--- src/rtl/frame_minmax_tracker_pkg.sv ---
// Shared types for the frame min/max tracker slice.
// Latency: n/a (types and constants only).
// Backpressure: n/a.
//
// Holds the FSM state encoding, the result record layout for the default
// configuration, and the index-width helper used by the top.
package frame_minmax_tracker_pkg;

  // Width of an index able to address n positions; never narrower than 1 bit.
  function automatic int idx_width(input int n);
    return (n > 1) ? $clog2(n) : 1;
  endfunction

  localparam int WIDTH_DEF     = 16;
  localparam int FRAME_LEN_DEF = 8;
  localparam int IDX_W_DEF     = idx_width(FRAME_LEN_DEF);
  localparam int CNT_W_DEF     = $clog2(FRAME_LEN_DEF + 1);

  typedef enum logic [1:0] {
    IDLE  = 2'd0,
    ACCUM = 2'd1,
    DONE  = 2'd2
  } state_e;

  // One result record per frame, laid out for the default configuration.
  typedef struct packed {
    logic [WIDTH_DEF-1:0] min_v;
    logic [WIDTH_DEF-1:0] max_v;
    logic [IDX_W_DEF-1:0] min_idx;
    logic [IDX_W_DEF-1:0] max_idx;
    logic [CNT_W_DEF-1:0] count;
  } rec_t;

endpackage

--- src/rtl/frame_minmax_tracker_mag_cmp.sv ---
// Unsigned magnitude comparator: agb = a>b, asb = a<b, aeb = a==b.
// Latency: combinational.
// Backpressure: n/a.
//
// Ports: a, b (WIDTH, unsigned operands); agb/asb/aeb (one-hot result).
module mag_cmp #(
  parameter int WIDTH = 16
) (
  input  logic [WIDTH-1:0] a,
  input  logic [WIDTH-1:0] b,
  output logic             agb,
  output logic             asb,
  output logic             aeb
);

  assign agb = (a > b);
  assign asb = (a < b);
  assign aeb = (a == b);

endmodule

--- src/rtl/frame_minmax_tracker_minmax_update.sv ---
// Next-state min/max/index computation for one accepted sample.
// Latency: combinational.
// Backpressure: n/a; the caller decides whether the result is committed.
//
// Ports: sample, cur_min/cur_max with their indices, pos (position of the
// sample in the frame); nxt_* are the values to commit on accept.
module minmax_update #(
  parameter int WIDTH = 16,
  parameter int IDX_W = 3
) (
  input  logic [WIDTH-1:0] sample,
  input  logic [WIDTH-1:0] cur_min,
  input  logic [WIDTH-1:0] cur_max,
  input  logic [IDX_W-1:0] cur_min_idx,
  input  logic [IDX_W-1:0] cur_max_idx,
  input  logic [IDX_W-1:0] pos,
  output logic [WIDTH-1:0] nxt_min,
  output logic [WIDTH-1:0] nxt_max,
  output logic [IDX_W-1:0] nxt_min_idx,
  output logic [IDX_W-1:0] nxt_max_idx
);

  logic min_agb, min_asb, min_aeb;
  logic max_agb, max_asb, max_aeb;
  logic upd_min, upd_max;

  mag_cmp #(.WIDTH(WIDTH)) u_cmp_min (
    .a   (sample),
    .b   (cur_min),
    .agb (min_agb),
    .asb (min_asb),
    .aeb (min_aeb)
  );

  mag_cmp #(.WIDTH(WIDTH)) u_cmp_max (
    .a   (sample),
    .b   (cur_max),
    .agb (max_agb),
    .asb (max_asb),
    .aeb (max_aeb)
  );

  // Strictly below / strictly above only: a tie keeps the earlier index.
  assign upd_min = min_asb & ~(min_aeb | min_agb);
  assign upd_max = max_agb & ~(max_aeb | max_asb);

  always_comb begin
    nxt_min     = cur_min;
    nxt_min_idx = cur_min_idx;
    nxt_max     = cur_max;
    nxt_max_idx = cur_max_idx;
    if (upd_min) begin
      nxt_min     = sample;
      nxt_min_idx = pos;
    end
    if (upd_max) begin
      nxt_max     = sample;
      nxt_max_idx = pos;
    end
  end

endmodule

--- src/rtl/frame_minmax_tracker.sv ---
// Tracks min/max (and first-occurrence index) over a frame of samples.
// Latency: record valid the cycle after the closing sample is accepted.
// Backpressure: in_ready drops while a record waits; out_ready never reaches in_ready combinationally.
//
// Ports: clk, rst (async, active-high); in_valid/in_ready/in_data/in_last
// sample stream; out_valid/out_ready handshake with out_min, out_max,
// out_min_idx, out_max_idx, out_count as the registered record.
module frame_minmax_tracker
  import frame_minmax_tracker_pkg::*;
#(
  parameter int WIDTH     = WIDTH_DEF,
  parameter int FRAME_LEN = FRAME_LEN_DEF,
  parameter int IDX_W     = idx_width(FRAME_LEN),
  parameter int CNT_W     = $clog2(FRAME_LEN + 1)
) (
  input  logic             clk,
  input  logic             rst,
  input  logic             in_valid,
  output logic             in_ready,
  input  logic [WIDTH-1:0] in_data,
  input  logic             in_last,
  output logic             out_valid,
  input  logic             out_ready,
  output logic [WIDTH-1:0] out_min,
  output logic [WIDTH-1:0] out_max,
  output logic [IDX_W-1:0] out_min_idx,
  output logic [IDX_W-1:0] out_max_idx,
  output logic [CNT_W-1:0] out_count
);

  state_e           state_q, state_d;
  logic [WIDTH-1:0] min_q, min_d, max_q, max_d;
  logic [IDX_W-1:0] min_idx_q, min_idx_d, max_idx_q, max_idx_d;
  logic [CNT_W-1:0] count_q, count_d;

  logic [WIDTH-1:0] upd_min, upd_max;
  logic [IDX_W-1:0] upd_min_idx, upd_max_idx;
  logic             accept;

  assign in_ready  = (state_q != DONE);
  assign out_valid = (state_q == DONE);
  assign accept    = in_valid & in_ready;

  // In ACCUM count < FRAME_LEN, so it always fits the index width.
  minmax_update #(.WIDTH(WIDTH), .IDX_W(IDX_W)) u_update (
    .sample      (in_data),
    .cur_min     (min_q),
    .cur_max     (max_q),
    .cur_min_idx (min_idx_q),
    .cur_max_idx (max_idx_q),
    .pos         (count_q[IDX_W-1:0]),
    .nxt_min     (upd_min),
    .nxt_max     (upd_max),
    .nxt_min_idx (upd_min_idx),
    .nxt_max_idx (upd_max_idx)
  );

  always_comb begin
    state_d   = state_q;
    min_d     = min_q;
    max_d     = max_q;
    min_idx_d = min_idx_q;
    max_idx_d = max_idx_q;
    count_d   = count_q;
    case (state_q)
      IDLE: begin
        if (accept) begin
          min_d     = in_data;
          max_d     = in_data;
          min_idx_d = '0;
          max_idx_d = '0;
          count_d   = CNT_W'(1);
          state_d   = (in_last || FRAME_LEN == 1) ? DONE : ACCUM;
        end
      end
      ACCUM: begin
        if (accept) begin
          min_d     = upd_min;
          max_d     = upd_max;
          min_idx_d = upd_min_idx;
          max_idx_d = upd_max_idx;
          count_d   = count_q + CNT_W'(1);
          // Closing on the FRAME_LEN-th sample makes in_last there redundant.
          if (in_last || count_d == CNT_W'(FRAME_LEN)) begin
            state_d = DONE;
          end
        end
      end
      DONE: begin
        if (out_ready) begin
          state_d = IDLE;
        end
      end
      default: state_d = IDLE;
    endcase
  end

  always_ff @(posedge clk or posedge rst) begin
    if (rst) begin
      state_q   <= IDLE;
      min_q     <= '0;
      max_q     <= '0;
      min_idx_q <= '0;
      max_idx_q <= '0;
      count_q   <= '0;
    end else begin
      state_q   <= state_d;
      min_q     <= min_d;
      max_q     <= max_d;
      min_idx_q <= min_idx_d;
      max_idx_q <= max_idx_d;
      count_q   <= count_d;
    end
  end

  assign out_min     = min_q;
  assign out_max     = max_q;
  assign out_min_idx = min_idx_q;
  assign out_max_idx = max_idx_q;
  assign out_count   = count_q;

endmodule

--- config.mk ---
export PLATFORM = sky130hd
export DESIGN_NAME = frame_minmax_tracker
export DESIGN_NICKNAME = d
export VERILOG_FILES = /design/src/rtl/frame_minmax_tracker_pkg.sv /design/src/rtl/frame_minmax_tracker_mag_cmp.sv /design/src/rtl/frame_minmax_tracker_minmax_update.sv /design/src/rtl/frame_minmax_tracker.sv
export SDC_FILE = /design/constraint.sdc
export NUM_CORES = 1
export LEC_CHECK = 0
export ABC_AREA = 0
export CORE_MARGIN = 4
export CORE_UTILIZATION = 46
export CTS_BUF_LIST = sky130_fd_sc_hd__clkbuf_8
export CTS_CLUSTER_SIZE = 28
export DETAILED_ROUTE_END_ITERATION = 10
export HOLD_SLACK_MARGIN = 0.05
export PLACE_DENSITY = 0.88
export SKIP_LAST_GASP = 1
export SLEW_MARGIN = 0
export SYNTH_ARGS = -nofsm -noshare
export SYNTH_HDL_FRONTEND = slang
export SYNTH_SLANG_ARGS = --single-unit
--- constraint.sdc ---
create_clock -name clk -period 2.49 [get_ports clk]
set_input_delay 0.498 -clock clk [delete_from_list [all_inputs] [get_ports clk]]
set_output_delay 0.498 -clock clk [all_outputs]
set_load 0.005 [all_outputs]
== Word level (Yosys, flattened, before mapping) ==
Index checks and enable logic that the tools add are counted.
Widths: inputs -> output; s select.
Word-level totals
  word-level logic and storage cells: 60
  output and inout bits: 44
  bits in registers: 44
  input bits: 21
Operators by class
  bitwise logic cells: 7
  multiplexer cells: 23
  order comparisons: 4
  reductions and logical operators: 7
  $add $sub $neg: 1
  equality and inequality tests: 12
Operators by type and width (number)
  $mux 16: 5
  $pmux 16 s2: 2
  $eq 16x16->1: 2
  $gt 16x16->1: 2
  $lt 16x16->1: 2
  $mux 3: 5
  $pmux 3 s2: 2
  $reduce_and 4->1: 3
  $mux 2: 5
  $mux 4: 2
  $ne 2x2->1 const B: 4
  $pmux 4 s2: 1
  $ne 2x1->1 const B: 3
  $pmux 2 s3: 1
  $add 4x1->4 const B: 1
  $eq 4x4->1 const B: 1
  $and 1x1->1: 3
  $reduce_and 3->1: 1
  $eq 2x1->1 const B: 1
  $eq 2x2->1 const B: 1
  $logic_not 2->1: 1
  $not 1->1: 2
  $or 1x1->1: 2
  $reduce_bool 2->1: 1
  $logic_or 1x1->1: 1

== Logic depth before layout (Yosys ltp) ==
Gate-level depths: netlist (run 1).
  depth in word-level cells: 7
  gate-level depth with buffers: 9
  gate-level depth less buffers: 8

== Modules after synthesis ==
Synthesis (run 1) repeated with hierarchy kept, for this count alone.
Unflattened totals
  cells, all modules: 377
  area total of the unflattened synthesis: 3390.8 sq um
Modules (own cells, without submodules)
  frame_minmax_tracker: seq. area each 1101.1 sq um, instances 1, area an instance 1974.4 sq um, cells an instance 217
  mag_cmp: seq. area each 0.0 sq um, instances 2, area an instance 412.9 sq um, cells an instance 58
  minmax_update: seq. area each 0.0 sq um, instances 1, area an instance 590.6 sq um, cells an instance 44

== Worst setup path after synthesis (run 1) ==
No wires, ideal clock.
  path kind: input to register
  start point: in in_data[0]
  end point: reg min_q[0], in the netlist out_min[0]
  library setup time: 0.125 ns
  data required time: 2.365 ns
  stages on the path: 9
  data arrival time: 2.513 ns
  path buffers: 1
  path slack: -0.148 ns
  cells stage by stage: inv_1 ha_1 nand2b_4 a211oi_2 o211ai_1 a2111o_1 a21oi_4 buf_12 mux2_4
Between the ends
  cells in the longest elaborated chain, start to end: 6
  elaborated cells on any way between the ends: 12
  those cells by class: order compare (2); eq/ne (2); mux (4); bitwise (3); reduce/logical (1)
Ends and longest elaborated chain
  from (decl): line frame_minmax_tracker.sv:20  | input logic [WIDTH-1:0] in_data,
  $gt 16x16->1 / $eq 16x16->1 (equally long branches): line frame_minmax_tracker_mag_cmp.sv:16, frame_minmax_tracker_mag_cmp.sv:18
  $or 1x1->1: line frame_minmax_tracker_minmax_update.sv:44  | assign upd_min = min_asb & ~(min_aeb | min_agb);
  $not 1->1: line frame_minmax_tracker_minmax_update.sv:44
  $and 1x1->1: line frame_minmax_tracker_minmax_update.sv:44
  $ne 2x1->1 (no line)
  $reduce_and 4->1 (no line)
  to (signal assigned): line frame_minmax_tracker.sv:108  | min_q <= min_d;
  to (decl): line frame_minmax_tracker.sv:32  | logic [WIDTH-1:0] min_q, min_d, max_q, max_d;
Parallel ways exist; a longest one is shown, timed or not. The select of a mux whose other input is x is not followed.
A chain may end at the register's enable or synchronous reset.

== Worst setup path after layout (run 1) ==
  start point: reg max_q[14], in the netlist out_max[14]
  end point: reg max_q[14], in the netlist out_max[14]
Between the ends
  cells in the longest elaborated chain, start to end: 6
  elaborated cells on any way between the ends: 8
  those cells by class: order compare (2); eq/ne (2); bitwise (3); reduce/logical (1)
Ends and longest elaborated chain
  from (decl): line frame_minmax_tracker.sv:32
  from (signal assigned): line frame_minmax_tracker.sv:109  | max_q <= max_d;
  $lt 16x16->1 / $eq 16x16->1 (equally long branches): line frame_minmax_tracker_mag_cmp.sv:17, frame_minmax_tracker_mag_cmp.sv:18
  $or 1x1->1: line frame_minmax_tracker_minmax_update.sv:45  | assign upd_max = max_agb & ~(max_aeb | max_asb);
  $not 1->1: line frame_minmax_tracker_minmax_update.sv:45
  $and 1x1->1 (*): line frame_minmax_tracker_minmax_update.sv:45
  $ne 2x1->1 (no line) (*)
  $reduce_and 4->1 (no line) (*)
Mark *: on every way between the ends. The rest lies on a longest branch, timed or not.

==> results of run 1 <==
-- layer usage --
metal  up-vias  GRT usage (%)  wire (um)
li1       1052              -          -
met1      1104           24.5       3220
met2        49           35.7       3730
met3        13           4.94        275
met4         0           6.58        124
met5         -              0          0
-- registers in the layout, indices dropped and copies added (netlist names) --
register     flops
out_count        4
out_max         16
out_min         16
out_min_idx      3
state_q          2
out_max_idx      3
-- worst min path at each step --
stage	end	start	depth (start not counted)	slack, ns
finish	out_max[5]	in_data[5]	2	0.52
global route	out_min[5]	in_data[5]	2	0.53
CTS	out_max_idx[2]	out_max_idx[2]	2	0.54
detailed placement	out_min[7]	out_min[7]	1	0.52
global placement	out_max_idx[0]	out_max_idx[0]	2	0.51
floorplan	state_q[1]	state_q[1]	1	0.51
-- worst max-delay path: cells and delay by family (launching register included) --
kind,cells,cell delay [ns]
buffers and inverters,3,0.38
multiplexers,1,0.30
AND/OR/NAND/NOR,3,0.75
AO/OA/AOI/OAI,2,0.41
adder cells (fa/ha/maj),1,0.20
flip-flops,1,0.43
-- cells by family (layout without fill, tap and decap cells) --
family	Yosys count	count (layout)	share of synthesized area, %
compound gates	35	35	10.2
xor+xnor	1	1	0.331
fa+ha+maj	33	33	15.6
buf+inv	41	155	6.70
flops	44	44	41.5
mux	36	36	16.6
simple gates	46	46	9.02
-- synthesized netlist by cell type, types with 2 or more instances --
cell type and n:
o21ai_0 3, o211ai_1 5, nor2_1 3, nand4_1 6
clkbuf_1 2, a21boi_0 2, mux2_2 23, a21o_1 4
nand3_1 13, nand2_1 14, o21a_1 2, nor2b_1 4
mux2_4 10, inv_1 37, a21oi_1 9, mux2i_1 3
dfrtp_1 44, a22o_1 2, o211a_1 2, ha_1 33
-- placed cells by master, fill, tap and decap left out, types with 5 or more instances in the layout --
cell             Yosys  routed
dfrtp_1             44      44
inv_1               37      32
a21oi_1              9       5
nand2_1             14      12
mux2_4              10      32
nand4_1              6       6
ha_1                33      18
o211ai_1             5       5
ha_4                 0      15
nand3_1             13      12
clkbuf_8             0       6
clkdlybuf4s50_1      0      48
buf_12               1       5
clkbuf_2             0       5
buf_4                0      37
-- final cells by class --
cell class / count / area (um2) / share of cell area, %
well taps: 72 / 90.1 / 2.15
multi-input cells: 151 / 1690 / 40.5
clock buffers: 6 / 82.6 / 1.97
inverters: 37 / 139 / 3.32
repair buffers: 110 / 1070 / 25.5
flip-flops and latches: 44 / 1100 / 26.3
clock inverters: 2 / 10.0 / 0.239
-- metrics by stage --
step                hold WS (ns)  total power, mW  utilization [%]  std cells
finish                     0.518             3.55             75.5        422
global route               0.535             3.76             75.5        422
CTS                        0.540             3.40             73.6        416
detailed placement         0.522             2.69             66.9        396
global placement           0.514             2.63             66.9        396
floorplan                  0.508             1.90                -        236
-- where the power goes --
group | total, mW | internal (mW) | switching (mW) | leakage, nW
logic | 1.94 | 1.21 | 0.734 | 1.44
clock network | 0.477 | 0.222 | 0.255 | 0.0510
registers | 1.13 | 0.928 | 0.204 | 0.529
total | 3.55 | 2.36 | 1.19 | 2.02
-- what timing repair did --
item                                   CTS  global route
gates resized for setup                 55            26
setup endpoints to repair               35            35
buffers inserted                        10             6
endpoints found under the hold margin    0             0
pin swaps                               20            14
cloned                                   2             0
==> flow_metrics.py, run 1 <==
metrics = {
    "run_status": {
        "status": "complete, but fails checks",
        "failed_checks": "negative setup slack",
    },
    "critical_path": {
        "crit_path_top_delay_cell": "or4b_4",
        "crit_path_start": "out_max[14]",
        "worstPathArrival_ns": 2.78,
        "ff2ff_setup_slack_ns": -0.10,
        "worstPathCellList": "inv_1 -> ha_4 -> nand4_1 -> nor4_2 -> a21boi_2 -> or4b_4 -> o211ai_4 -> buf_12 -> buf_12 -> mux2_4",
        "r2r-end": "out_max[14]",
        "reg2regPathDepth": 10,
        "required_ns": 2.68,
        "crit_fanout": 8,
        "cp-start-kind": "register",
        "r2r-start": "out_max[14]",
        "endpoint": "out_max[14]",
        "crit_top_cell": "buf_12",
        "critical_path_class": "register to register",
        "critical-path-max-stage-delay_ns": 0.55,
        "critPathCaptureType": "register",
    },
    "final_layout": {
        "num-fill-cells": 328,
        "num_antenna_cells": 0,
        "area_growth_pct": 57.9,
        "final_cell_area_um2": 4190,
        "drive_above_1_share_pct": 37.4,
        "finalNetCount": 403,
    },
    "drt": {
        "first_pass_iters": 4,
        "wl_per_cell_um": 17.4,
        "drc_errors": 0,
        "drtIter0Drc": 88,
        "finalWirelength_mm": 7.36,
        "vias": 2218,
        "vias_per_cell": 5.26,
        "drtAntennaViolNets": 0,
    },
    "synthesis": {
        "synth_ff_type": "dfrtp_1",
        "yosysUniqueCellTypes": 35,
        "synth_top_area_share_pct": 41.5,
        "yosys-top-cells-area": "dfrtp_1, ha_1, mux2_2",
        "yosysWarnings": 0,
        "synth.avg_cell_area_um2": 11.2,
        "synthArstFlopShare_pct": 100,
        "synth_largest_area_cell": "dfrtp_1",
        "netlist_area_um2": 2650,
        "synth_seq_cells": 44,
        "netlist_instances": 236,
        "synth-edff-count": 0,
        "synth_nets": 290,
        "yosysSeqAreaShare_pct": 41.5,
    },
    "clocking": {
        "cts_buffer_depth": 2,
        "clk_latency_ns": 0.30,
        "clock_sink_count": 44,
        "hold_buffers": 0,
        "cts_root_buffer": "clkbuf_8",
        "cts_buffers": 5,
        "htree_levels": 2,
        "cts.clk_slew.worst_paths_ns": 0.09,
        "cts_tree": "built",
    },
    "floorplan": {
        "die_h_um": 83.9,
        "row_count": 27,
        "start_util_pct": 47.8,
        "core_area_um2": 5540,
        "die_area_um2": 7040,
        "die_w_um": 83.9,
        "io_pins": 65,
    },
    "placed_design": {
        "io_buffers": 64,
        "dp_hpwl_mm": 4.69,
        "dpl_cell_area_um2": 3700,
        "pre_cts_ws_ns": -0.616,
        "gp_congestion": 0.808,
    },
    "sta": {
        "finClkSkew_ns": 0.00419,
        "slew_violations": 0,
        "hold_viol": 0,
        "fin_ws_ns": -0.100,
        "fin_tns_setup_ns": -1.58,
        "fmax_mhz": 386,
        "setup_viol": 31,
        "worst_pin_slew_ns": 0.576,
        "rsz0062_at_grt": "true",
        "post-route-min-period_ns": 2.59,
        "relSlewSlack_pct": 61.6,
        "finalCritPeriodShare_pct": 104,
    },
    "global_routing": {
        "grt_max_degree": 45,
        "grt.overflow.total": 0,
        "grt_util_all_layers_pct": 20.4,
        "grt_pass1_vias": 2394,
        "grt_antenna_before_repair": 0,
        "grt_pass1_wl_mm": 11.5,
    },
    "power": {
        "power_density_nw_per_um2": 848,
        "vdd_drop_max_v": 0.000474,
        "leakage_nw": 2.02,
    },
    "min_path": {
        "hold_path.class": "primary input to register",
    },
    "flow_run": {
        "cap_violations": 0,
    },
}
Note: power is estimated with default switching activity, not from simulation.
==> run 2: changes to the inputs <==
CORE_ASPECT_RATIO = 0.8   (was not set)
==> flow_metrics.py, run 2 (synthesized netlist as in run 1, its figures left out) <==
metrics = {
    "sta": {
        "post-route-min-period_ns": 2.48,
        "worst_pin_slew_ns": 0.846,
        "fin_tns_setup_ns": 0,
        "rsz0062_at_grt": "true",
        "finClkSkew_ns": 0.00658,
        "slew_violations": 0,
        "hold_viol": 0,
        "relSlewSlack_pct": 43.3,
        "setup_viol": 0,
        "fmax_mhz": 403,
        "finalCritPeriodShare_pct": 99.7,
    },
    "drt": {
        "vias": 2168,
        "wl_per_cell_um": 15.8,
        "routed-wl-met2_mm": 3.06,
        "drc_errors": 0,
        "dr.max_layer_used": "met4",
        "first_pass_iters": 4,
        "drtAntennaViolNets": 0,
        "vias_per_cell": 5.16,
        "wl_met1_mm": 3.11,
        "drtIter0Drc": 111,
        "wl_met3_um": 350,
        "finalWirelength_mm": 6.65,
    },
    "placed_design": {
        "dpl_cell_area_um2": 3690,
        "dp_hpwl_mm": 4.93,
        "io_buffers": 64,
        "gp_congestion": 0.825,
    },
    "critical_path": {
        "critical-path-max-stage-delay_ns": 0.48,
        "reg2regPathDepth": 9,
        "crit_path_top_delay_cell": "a2111o_1",
        "critical_path.top_delay_family": "compound AO/OA/AOI/OAI gates",
        "r2r-start": "out_min[0]",
        "r2r-end": "out_min[5]",
        "worstPathArrival_ns": 2.67,
        "critical_path_class": "primary input to register",
        "critPathCaptureType": "register",
        "crit_buf_inv": 4,
        "crit_fanout": 6,
        "ff2ff_setup_slack_ns": 0.02,
        "cp-start-kind": "primary input",
        "required_ns": 2.68,
        "worstPathCellList": "dlygate4sd2_1 -> buf_4 -> ha_1 -> nand4_1 -> a311oi_1 -> a2111o_1 -> a21oi_4 -> buf_6 -> buf_12 -> mux2_4",
    },
    "clocking": {
        "cts_root_buffer": "clkbuf_8",
        "cts.clk_slew.worst_paths_ns": 0.08,
        "clock_sink_count": 44,
        "cts_tree": "built",
        "htree_levels": 2,
        "hold_buffers": 0,
        "clk_latency_ns": 0.30,
        "cts_buffers": 5,
        "cts_buffer_depth": 2,
    },
    "global_routing": {
        "grt_max_degree": 24,
        "grt_antenna_before_repair": 0,
        "grt_util_all_layers_pct": 20.3,
        "grt.overflow.total": 0,
        "grt_pass1_wl_mm": 11.0,
        "grt_pass1_vias": 2279,
    },
    "floorplan": {
        "io_pins": 65,
        "die_h_um": 75.9,
        "die_area_um2": 7050,
        "core_area_um2": 5530,
        "start_util_pct": 48.0,
        "die_w_um": 92.9,
        "row_count": 24,
    },
    "min_path": {
        "hold_path.class": "primary input to register",
        "hold_depth": 2,
        "hold-path-endpoint": "out_min[11]",
        "hp-start": "in_data[11]",
    },
    "final_layout": {
        "num_antenna_cells": 0,
        "fin_util_pct": 71.6,
        "drive_above_1_share_pct": 30.1,
        "finalNetCount": 395,
        "layout_commonest_cell": "clkdlybuf4s50_1",
        "final_cell_mix": "clkdlybuf4s50_1, dfrtp_1, inv_1, buf_4, ha_1",
        "final_cell_area_um2": 3950,
        "area_growth_pct": 49.2,
    },
    "power": {
        "leakage_nw": 1.92,
        "power_density_nw_per_um2": 832,
        "vdd_drop_max_v": 0.000489,
    },
    "flow_run": {
        "cap_violations": 0,
    },
    "run_status": {
        "status": "finished, final reports clean",
    },
}
## run 2: cell count changes in the layout (fill, tap and decap cells not counted), moves of 3 or more
| cell | change |
|---|---|
| buf_4 | -8 |
| buf_6 | +4 |
| clkbuf_2 | -4 |
| clkdlybuf4s15_2 | -3 |
| dlygate4sd2_1 | +7 |
| ha_1 | +6 |
| ha_4 | -6 |
| mux2_2 | +9 |
| mux2_4 | -9 |
## run 2: layout make-up
class	instances	area [um2]
clock buffer	6	82.6
clock inverter	2	10.0
fill	379	1570
inverter	37	139
multi-input combinational	151	1560
sequential	44	1100
tap	78	97.6
timing repair buffer	102	966
## run 2: layer usage
layer	global-route usage, %	vias to the layer above
met5	0	-
met4	7.80	0
met3	4.64	12
met2	33.0	63
met1	27.0	1052
li1	-	1041
## run 2: metrics by stage
| stage | std cells | hold WS [ns] | total power [mW] | setup WS [ns] |
|---|---|---|---|---|
| 6_report | 420 | 0.528 | 3.29 | 0.00778 |
| 5_1_grt | 420 | 0.539 | 3.51 | -0.0517 |
| 4_1_cts | 416 | 0.537 | 3.25 | -0.0892 |
| 3_5_place_dp | 401 | 0.520 | 2.67 | -0.634 |
| 3_3_place_gp | 401 | 0.517 | 2.61 | -0.578 |
| 2_1_floorplan | 236 | 0.508 | 1.90 | -0.0763 |
## run 2: how the worst max path moves through the flow
| stage | startpoint | to | slack, ns | cells after the start |
|---|---|---|---|---|
| detailed placement | in_data[9] | out_max[15] | -0.63 | 9 |
| finish | in_data[13] | out_min[5] | 0.008 | 10 |
| CTS | out_min[0] | out_min[6] | -0.09 | 9 |
| global placement | in_data[1] | out_max[10] | -0.58 | 9 |
| floorplan | in_data[8] | out_max[0] | -0.08 | 8 |
| global route | out_min[0] | out_min[7] | -0.05 | 9 |
## run 2: power breakdown
group          total [mW]  switching (mW)  internal, mW  leakage (nW)
clock               0.469           0.247         0.222        0.0510
sequential           1.13           0.203         0.928         0.529
combinational        1.69           0.643          1.05          1.34
## run 2: timing repair
item,in CTS,in global routing
pin swaps,15,8
gates cloned,1,0
buffers inserted,6,5
endpoints found under the setup margin,35,32
gates resized for setup,37,8
==> run 3: changes to the inputs <==
CORE_UTILIZATION = 45   (was 46)
CTS_BUF_LIST = not set   (was sky130_fd_sc_hd__clkbuf_8)
PLACE_DENSITY = 0.87   (was 0.88)
==> flow_metrics.py, run 3 (synthesized netlist as in run 1, its figures left out) <==
metrics = {
    "min_path": {
        "hold_path.class": "primary input to async pin",
    },
    "power": {
        "vdd_drop_max_v": 0.000388,
        "comb_power_share_pct": 54.0,
        "power.share.switching_pct": 33.8,
        "p_sw_mw": 1.15,
        "power_density_nw_per_um2": 847,
        "clkPwrFrac_pct": 12.6,
        "internal_power_mw": 2.26,
        "seqPwrFrac_pct": 33.4,
        "leakage_nw": 1.96,
    },
    "placed_design": {
        "io_buffers": 64,
        "dpl_cell_area_um2": 3670,
        "dp_hpwl_mm": 5.16,
        "gp_congestion": 0.824,
        "dpl.cell_count": 400,
    },
    "sta": {
        "fmax_mhz": 397,
        "relSlewSlack_pct": 57.2,
        "slew_violations": 0,
        "setup_viol": 18,
        "whs_ns": 0.524,
        "finalCritPeriodShare_pct": 101,
        "finClkSkew_ns": 0.00746,
        "worst_pin_slew_ns": 0.638,
        "post-route-min-period_ns": 2.52,
        "fin_ws_ns": -0.0319,
        "fin_tns_setup_ns": -0.195,
        "hold_viol": 0,
        "rsz0062_at_grt": "true",
    },
    "critical_path": {
        "worstPathCellList": "dlygate4sd2_1 -> ha_4 -> nand4_1 -> nor4_2 -> a21boi_1 -> or4b_4 -> o211ai_4 -> buf_8 -> mux2_4",
        "critPathCaptureType": "register",
        "critical-path-max-stage-delay_ns": 0.51,
        "required_ns": 2.67,
        "crit_path_top_delay_cell": "or4b_4",
        "crit_fanout": 7,
        "reg2regPathDepth": 9,
        "worstPathArrival_ns": 2.70,
        "critical_path_class": "primary input to register",
        "cp-start-kind": "primary input",
    },
    "floorplan": {
        "die_area_um2": 7190,
        "core_area_um2": 5590,
        "die_w_um": 93.8,
        "die_h_um": 76.6,
        "start_util_pct": 47.4,
        "row_count": 24,
        "io_pins": 65,
    },
    "final_layout": {
        "final_cell_mix": "clkdlybuf4s50_1, dfrtp_1, buf_4, inv_1, mux2_4",
        "multi_input_area_um2": 1640,
        "num-fill-cells": 384,
        "num_antenna_cells": 0,
        "fin_util_pct": 72.1,
        "finalNetCount": 399,
        "seqCellArea_um2": 1100,
        "final_cell_count_no_fill": 423,
        "area_growth_pct": 51.9,
        "final_cell_area_um2": 4030,
        "drive_above_1_share_pct": 33.3,
        "layout_commonest_cell": "clkdlybuf4s50_1",
    },
    "clocking": {
        "cts_buffer_depth": 2,
        "cts_tree": "built",
        "clock_sink_count": 44,
        "cts_buffers": 5,
        "cts.clk_slew.worst_paths_ns": 0.08,
        "hold_buffers": 0,
        "htree_levels": 2,
        "clk_latency_ns": 0.29,
        "cts_root_buffer": "clkbuf_8",
    },
    "global_routing": {
        "grt_util_all_layers_pct": 20.0,
        "grt_pass1_vias": 2311,
        "grt_antenna_before_repair": 0,
        "grt_max_degree": 19,
        "grt.overflow.total": 0,
        "grt_pass1_wl_mm": 11.6,
    },
    "drt": {
        "first_pass_iters": 4,
        "finalWirelength_mm": 7.41,
        "drtIter0Drc": 91,
        "vias_per_cell": 5.30,
        "vias": 2244,
        "drtAntennaViolNets": 0,
        "drc_errors": 0,
        "wl_per_cell_um": 17.5,
    },
    "flow_run": {
        "cap_violations": 0,
    },
    "run_status": {
        "status": "complete, but fails checks",
        "failed_checks": "negative setup slack",
    },
}
==> run 3: power by group through the flow <==
stage | registers [mW] | clock network [mW] | logic [mW]
4_1_cts | 1.14 | 0.434 | 1.64
5_1_grt | 1.17 | 0.460 | 2.00
2_1_floorplan | 1.12 | 0 | 0.786
3_3_place_gp | 1.14 | 0 | 1.47
3_5_place_dp | 1.15 | 0 | 1.54
6_report | 1.14 | 0.430 | 1.84
==> run 3: worst paths after layout <==
check / from / end / slack (ns)
max in group asynchronous: rst / out_max[15] / 1.38
min in group clk: out_max_idx[0] / out_max_idx[0] / 0.53
setup reg to reg: out_max[14] / out_max[14] / -0.02
setup / recovery: in_data[11] / out_max[14] / -0.03
hold / removal: rst / out_max[3] / 0.52
hold reg to reg: out_max_idx[0] / out_max_idx[0] / 0.53
==> run 3: final cells by class <==
| class | instances | area share, % |
|---|---|---|
| inverters | 37 | 3.45 |
| clock inverters | 1 | 0.124 |
| flip-flops and latches | 44 | 27.3 |
| well taps | 78 | 2.42 |
| repair buffers | 106 | 24.1 |
| clock buffers | 6 | 1.80 |
| multi-input cells | 151 | 40.7 |
==> run 3: stage by stage <==
| step | total power, mW | worst slack (ns) |
|---|---|---|
| after floorplan | 1.90 | -0.0763 |
| after global placement | 2.60 | -0.571 |
| after detailed placement | 2.69 | -0.633 |
| after CTS | 3.21 | -0.0798 |
| after global routing | 3.62 | -0.0948 |
| final | 3.41 | -0.0319 |
==> run 3: layer usage <==
metal | GRT usage, % | vias to the layer above | wire length [um]
met5 | 0 | - | 0
li1 | - | 1048 | -
met1 | 28.0 | 1108 | 3250
met4 | 3.32 | 0 | 125
met3 | 4.24 | 16 | 473
met2 | 32.2 | 72 | 3560
==> run 3: timing repair <==
item                                    CTS  global route
buffers inserted                          4            11
pin swaps                                14            10
endpoints found under the setup margin   35            32
cloned                                    1             0
hold endpoints to repair                  0             0
gates resized for setup                  33            30
==> run 3: critical path: cells and delay by family <==
kind,cells,cell delay [ns]
mux,1,0.32
buf+inv,2,0.48
compound gates,2,0.40
simple gates,3,0.74
fa+ha+maj,1,0.26
